[src/rtl/sync_fifo_param.sv]
// Parametrised single-clock FIFO with programmable almost-full/almost-empty thresholds,
// an occupancy count, and registered overflow/underflow error pulses.
module sync_fifo_param #(
  parameter int unsigned DATA_W    = 8,
  parameter int unsigned ADDR_W    = 4,
  parameter int unsigned AF_THRESH = 2**ADDR_W - 2,
  parameter int unsigned AE_THRESH = 2
) (
  input  logic              clk,
  input  logic              rst,
  input  logic              wr,
  input  logic              rd,
  input  logic [DATA_W-1:0] din,
  output logic [DATA_W-1:0] dout,
  output logic              full,
  output logic              empty,
  output logic              almost_full,
  output logic              almost_empty,
  output logic [ADDR_W:0]   count,
  output logic              overflow,
  output logic              underflow
);

  localparam int unsigned DEPTH = 2**ADDR_W;
  localparam logic [ADDR_W:0] DepthC = (ADDR_W+1)'(DEPTH);
  localparam logic [ADDR_W:0] AfC    = (ADDR_W+1)'(AF_THRESH);
  localparam logic [ADDR_W:0] AeC    = (ADDR_W+1)'(AE_THRESH);

  logic [DATA_W-1:0] mem [DEPTH];
  logic [ADDR_W-1:0] wptr_q, rptr_q;
  logic [ADDR_W:0]   count_q, count_d;
  logic [DATA_W-1:0] dout_q;
  logic              overflow_q, underflow_q;
  logic              do_wr, do_rd;

  // Flags decode from the count register only, never from wr/rd.
  always_comb begin
    full         = (count_q == DepthC);
    empty        = (count_q == '0);
    almost_full  = (count_q >= AfC);
    almost_empty = (count_q <= AeC);
  end

  assign do_wr = wr && !full;
  assign do_rd = rd && !empty;

  always_comb begin
    count_d = count_q;
    unique case ({do_wr, do_rd})
      2'b10:   count_d = count_q + 1'b1;
      2'b01:   count_d = count_q - 1'b1;
      default: count_d = count_q;
    endcase
  end

  always_ff @(posedge clk or negedge rst) begin
    if (!rst) begin
      wptr_q      <= '0;
      rptr_q      <= '0;
      count_q     <= '0;
      dout_q      <= '0;
      overflow_q  <= 1'b0;
      underflow_q <= 1'b0;
    end else begin
      count_q     <= count_d;
      overflow_q  <= wr && full;
      underflow_q <= rd && empty;
      if (do_wr) wptr_q <= wptr_q + 1'b1;
      if (do_rd) begin
        rptr_q <= rptr_q + 1'b1;
        dout_q <= mem[rptr_q];
      end
    end
  end

  // Storage is deliberately left unreset.
  always_ff @(posedge clk) begin
    if (do_wr) mem[wptr_q] <= din;
  end

  assign dout      = dout_q;
  assign count     = count_q;
  assign overflow  = overflow_q;
  assign underflow = underflow_q;

endmodule

[config.mk]
export PLATFORM = sky130hd
export DESIGN_NAME = sync_fifo_param
export DESIGN_NICKNAME = d
export VERILOG_FILES = /design/src/rtl/sync_fifo_param.sv
export SDC_FILE = /design/constraint.sdc
export NUM_CORES = 1
export LEC_CHECK = 0
export BUFFER_PORTS_ARGS = -buffer_cell sky130_fd_sc_hd__buf_2
export CAP_MARGIN = 15
export CORE_MARGIN = 8
export CORE_UTILIZATION = 55
export CTS_CLUSTER_SIZE = 25
export DETAILED_ROUTE_END_ITERATION = 7
export GPL_TIMING_DRIVEN = 0
export PLACE_DENSITY = 0.81
export RECOVER_POWER = 50
export SLEW_MARGIN = 10
export SYNTH_ARGS = -nofsm -noshare
export SYNTH_HDL_FRONTEND = slang
export SYNTH_SLANG_ARGS = --single-unit
[constraint.sdc]
create_clock -name clk -period 3.9 [get_ports clk]
set_clock_uncertainty 0.15 [all_clocks]
set_input_delay 0.585 -clock clk [delete_from_list [all_inputs] [get_ports clk]]
set_output_delay 0.585 -clock clk [all_outputs]
set_load 0.03 [all_outputs]
After elaboration in Yosys (flattened, before gate mapping):

Memory sizes are Yosys's and may differ from the RTL's. A register that Yosys moved wholly into a read port is not among the register bits.
Index checks and enable logic that the tools add are counted.

* memories kept: 1
* word-level logic and storage cells: 27
* register bits after elaboration: 15
* output and inout port bits: 19
* RAM bits: 128
* bits of input ports: 12

* reductions and logical operators: 9
* order comparisons: 2
* muxes and demuxes: 3
* $add $sub $neg: 4
* eq/ne operators: 3

Memories
* mem: depth 16, bits a word 8, rd ports 1, clocked after Yosys merged registers in 1, wr ports 1, RTL line 29 `logic [DATA_W-1:0] mem [DEPTH];`

Operators with widths (number)
* $pmux 5 s2: 1
* $add 4x1->4 const B: 2
* $add 5x1->5 const B: 1
* $eq 5x5->1 const B: 1
* $ge 5x4->1 const B: 1
* $le 5x2->1 const B: 1
* $logic_not 5->1: 1
* $sub 5x1->5 const B: 1
* $logic_and 1x1->1: 4
* $logic_not 1->1: 3
* $eq 2x1->1 const B: 1
* $eq 2x2->1 const B: 1
* $mux 1: 2
* $reduce_bool 2->1: 1

Depth between registers and ports, before layout:

* depth after elaboration: 5
* depth in mapped cells: 12
* gate-level depth less buffers: 10

Least setup slack after synthesis:

No wires, ideal clock.

* path kind: register to register
* from: register count_q[1], in the netlist count[1]
* to: register count_q[4], in the netlist count[4]
* data required time: 3.627 ns
* slack: 0.819 ns
* data arrival time: 2.808 ns
* period minus slack after synthesis: 3.081 ns
* cell stages (with the launch flop): 13
* cells stage by stage: dfrtp_1 buf_6 or4_4 o21ai_4 inv_4 ha_1 clkbuf_1 xor2_1 ha_1 o211a_1 o31ai_1 a31oi_1 xnor2_1

* cells in the longest elaborated chain, start to end: 5
* elaborated cells between the ends (all ways): 12

Ends and longest elaborated chain
* start, declared: RTL line 31 `logic [ADDR_W:0] count_q, count_d;`
* start signal, assigned: RTL line 65 `count_q <= count_d;`
* $logic_not 5->1 *: RTL line 39 `empty = (count_q == '0);`
* $logic_not 1->1 *: RTL line 45 `assign do_rd = rd && !empty;`
* $logic_and 1x1->1 *: RTL line 45
* net do_rd: RTL line 34 `logic do_wr, do_rd;`
* $eq 2x1->1 or $eq 2x2->1 (tied branches): RTL line 49 `unique case ({do_wr, do_rd})`
* $pmux 5 s2 or $reduce_bool 2->1 (tied branches)

Mark *: on every way through the listed nets, which the timed path passes. The rest lies on a longest branch.
A chain may end at the register's enable or synchronous reset.

Worst setup path after layout:

Same ends and word-level chain as after synthesis.

==> metrics <==
reg2reg start count[1]; Hold Path Stages 3; CP Max Fanout 10; Yosys warnings 0; most used cell along the critical path ha_1; final net count 396; Core Box Area about 11000 um2; Mapped Area 6240 um2; crit end category flip-flop; largest net degree at the start of global routing 24; 1st-iter DRT viols 360; first-pass GRT wire length between 15000 and 20000 um; path depth of the worst reg2reg path 12; post-layout util 64.2%; Initial Util 55.6%; Max stage delay on crit path 0.64 ns; Final Hold Fails 0; kind of critical path flip-flop to flip-flop; CTS clk-pin slew, worst paths 0.06 ns; critical hold path startpoint rd; status completed; FF-to-FF setup slack between 0.6 and 0.7 ns; Avg WL per Cell ~24 um; Hold EP underflow; largest family of logic cells by synthesized area multiplexers; fraction of layout cells with a size suffix above 1 between 20% and 30%; Synth Area per Inst just under 20 um2; Worst EP arrival roughly 3.4 ns; actual slew at the worst max-slew pin 1.37 ns; Vias/cell 5.92; Hold Path Class input port to flip-flop; post-cts repair resize count 0; Max transition margin 8.65%; stages on the worst setup path 12; Final min period ~3.2 ns; clock root cell clkbuf_16; worst vdd ir roughly 580 uV; register area share after synthesis 70.8%; combinational share of power 30.5%; Clock power frac 31.0%; Sink Count approximately 150; critical path, cell by cell buf_6 -> or4_1 -> o21ai_4 -> inv_4 -> ha_1 -> clkbuf_1 -> xor2_1 -> ha_1 -> o211a_1 -> o31ai_1 -> a31oi_1 -> xnor2_1; delay-heaviest family, CP compound AO/OA/AOI/OAI gates; vias in the first global route 3307; router iterations before antenna repair 5; Die Y 123 um; # setup viols final 0; Post-DRT Antenna Nets 0; drt drc 0; register bit total from synthesis 151; setup TNS 0 ns; crit path launch type flip-flop; Vias around 3100; Post-Synth XOR/XNOR Area 1.40%; fmax 308 MHz; Remaining Overflow, GRT 0; P_sw 1.79 mW; adder-cell area share of the yosys netlist 1.80%; number of diodes 0; RSZ-0062 raised after global routing no; GPL Wtd Cong 0.792; Slowest-stage cell, CP or4_1; CTS tree yes; initial antenna violation count 0; Inserted Clock Buffers 17; pins over their slew limit 0; Setup Fix Bufs, Post-CTS 0; pwr/cell area 771 nW/um2; Post-CTS Hold Fix Bufs 0; syn_nets between 300 and 400; final WL 12800 um; post-synthesis cell count 324; htree depth 4; Max-Cap Viols 0; Sw Share 32.2%; Leakage 2.56 nW; post-synthesis simple-gate area fraction 4.39%; register share of total power between 30% and 40%; WP data required 4.06 ns; Yosys cell types 43; Final period util 83.2%; post-DP HPWL 8010 um; area delta synth->final 15.4%; Pint 3.77 mW; io pins 31; Port Buffers 30; clk_lat worst skew roughly 0.42 ns; die area 15000 um2; total track usage 18.3%; post-synthesis mux area share 15.3%; Die Wd 123 um; reg-to-reg endpoint count[4]; critical path buffer and inverter count 3; Site Rows 39; Compound-Gate Fraction of Synth Area 3.73%; clock buffer depth 2
cells in the mapped netlist (all sizes together):
library cell | count | area share [%]
a2111oi | 1 | 0.14
a21boi | 1 | 0.18
a21oi | 3 | 0.24
a311oi | 1 | 0.14
a31oi | 1 | 0.10
a32oi | 1 | 0.14
and2 | 1 | 0.10
and3 | 1 | 0.10
and3b | 1 | 0.14
buf | 10 | 1.4
clkbuf | 8 | 0.64
dfrtp | 23 | 9.2
edfxtp | 128 | 62
ha | 9 | 1.8
inv | 7 | 0.46
mux2 | 1 | 0.18
mux2i | 16 | 2.6
mux4 | 32 | 13
nand2 | 22 | 1.4
nand2b | 4 | 0.52
nand3 | 1 | 0.080
nand4 | 2 | 0.20
nor2 | 17 | 1.0
nor2b | 1 | 0.10
nor3 | 5 | 0.40
nor4 | 1 | 0.10
o211a | 1 | 0.16
o21ai | 5 | 0.58
o221ai | 8 | 1.9
o31ai | 1 | 0.12
or4 | 1 | 0.18
xnor2 | 7 | 0.98
xor2 | 3 | 0.42
how the worst max path moves through the flow:
stage | start | to | slack [ns]
5_1_grt | count[1] | count[4] | 0.44
3_5_place_dp | count[1] | count[4] | 0.76
3_3_place_gp | count[2] | mem[2][2] | 0.84
2_1_floorplan | count[1] | count[4] | 0.82
4_1_cts | count[1] | count[4] | 0.75
6_report | count[1] | count[4] | 0.66
metal layers:
| layer | share of wire, % | wire length, um | vias up | global-route usage [%] |
|---|---|---|---|---|
| met5 | 0 | 0 | - | 0 |
| met4 | 1.8 | 224 | 0 | 6.93 |
| met3 | 5.9 | 753 | 19 | 4.83 |
| met2 | 52 | 6620 | 106 | 30.6 |
| met1 | 40 | 5170 | 1613 | 22.5 |
| li1 | - | - | 1405 | - |
cells by family after synthesis:
| kind of cell | count (synthesis) |
|---|---|
| DFF | 151 |
| and+or+nand+nor | 57 |
| muxes | 49 |
| buffers and inverters | 25 |
| AOI/OAI and AO/OA | 23 |
| xor gates and xnor gates | 10 |
| adders and majority gates | 9 |
metrics by stage:
step | hold slack, ns | instance area (um2) | power, mW | std cells | worst slack [ns]
detailed placement | 0.329 | 6600 | 3.86 | 499 | 0.757
CTS | 0.0167 | 7220 | 5.60 | 531 | 0.751
floorplan | 0.139 | 6240 | 3.38 | 324 | 0.819
global route | 0.262 | 7200 | 5.77 | 531 | 0.441
global placement | 0.327 | 6570 | 3.78 | 497 | 0.835
finish | 0.261 | 7200 | 5.55 | 531 | 0.656
final cells by class:
class / instances / area [um2]
fillers: 764 / 4020
well taps: 143 / 179
repair buffers: 32 / 144
inverters: 7 / 28.8
multi-input cells: 148 / 1670
plain buffers: 18 / 130
flip-flops and latches: 151 / 4420
clock inverters: 15 / 201
clock buffers: 17 / 425
cells in the final DEF (no fill, tap or decap), drive strengths merged, types with 2 or more instances in the layout:
| master | n |
|---|---|
| nand2b | 4 |
| o21ai | 5 |
| dfrtp | 23 |
| ha | 9 |
| buf | 27 |
| nor2 | 17 |
| mux2i | 16 |
| nand4 | 2 |
| inv | 10 |
| o221ai | 8 |
| nand2 | 22 |
| edfxtp | 128 |
| nor3 | 5 |
| clkinv | 6 |
| clkbuf | 40 |
| xnor2 | 7 |
| a21oi | 3 |
| clkinvlp | 2 |
| mux4 | 32 |
| xor2 | 3 |
| bufinv | 4 |
worst reg2reg max path, delay by kind of cell, from the launching register on:
kind | cells | cell delay (ns)
adder cells (fa/ha/maj) | 2 | 0.44
AO/OA/AOI/OAI | 4 | 0.74
AND/OR/NAND/NOR | 1 | 0.64
XOR/XNOR | 2 | 0.34
flip-flops | 1 | 0.38
buffers and inverters | 3 | 0.44
power groups by stage:
stage               Clock (mW)  Combinational, mW  Sequential (mW)
finish                    1.72               1.69             2.14
global route              1.80               1.82             2.16
CTS                       1.74               1.72             2.14
detailed placement           0               1.69             2.16
global placement             0               1.63             2.15
floorplan                    0               1.12             2.26
state kept, by name (all words and copies together), names as in the netlist:
| name | flops |
|---|---|
| mem | 128 |
| dout | 8 |
| count | 5 |
| rptr_q | 4 |
| wptr_q | 4 |
| overflow | 1 |
| underflow | 1 |
Note: power is estimated with default switching activity, not from simulation.
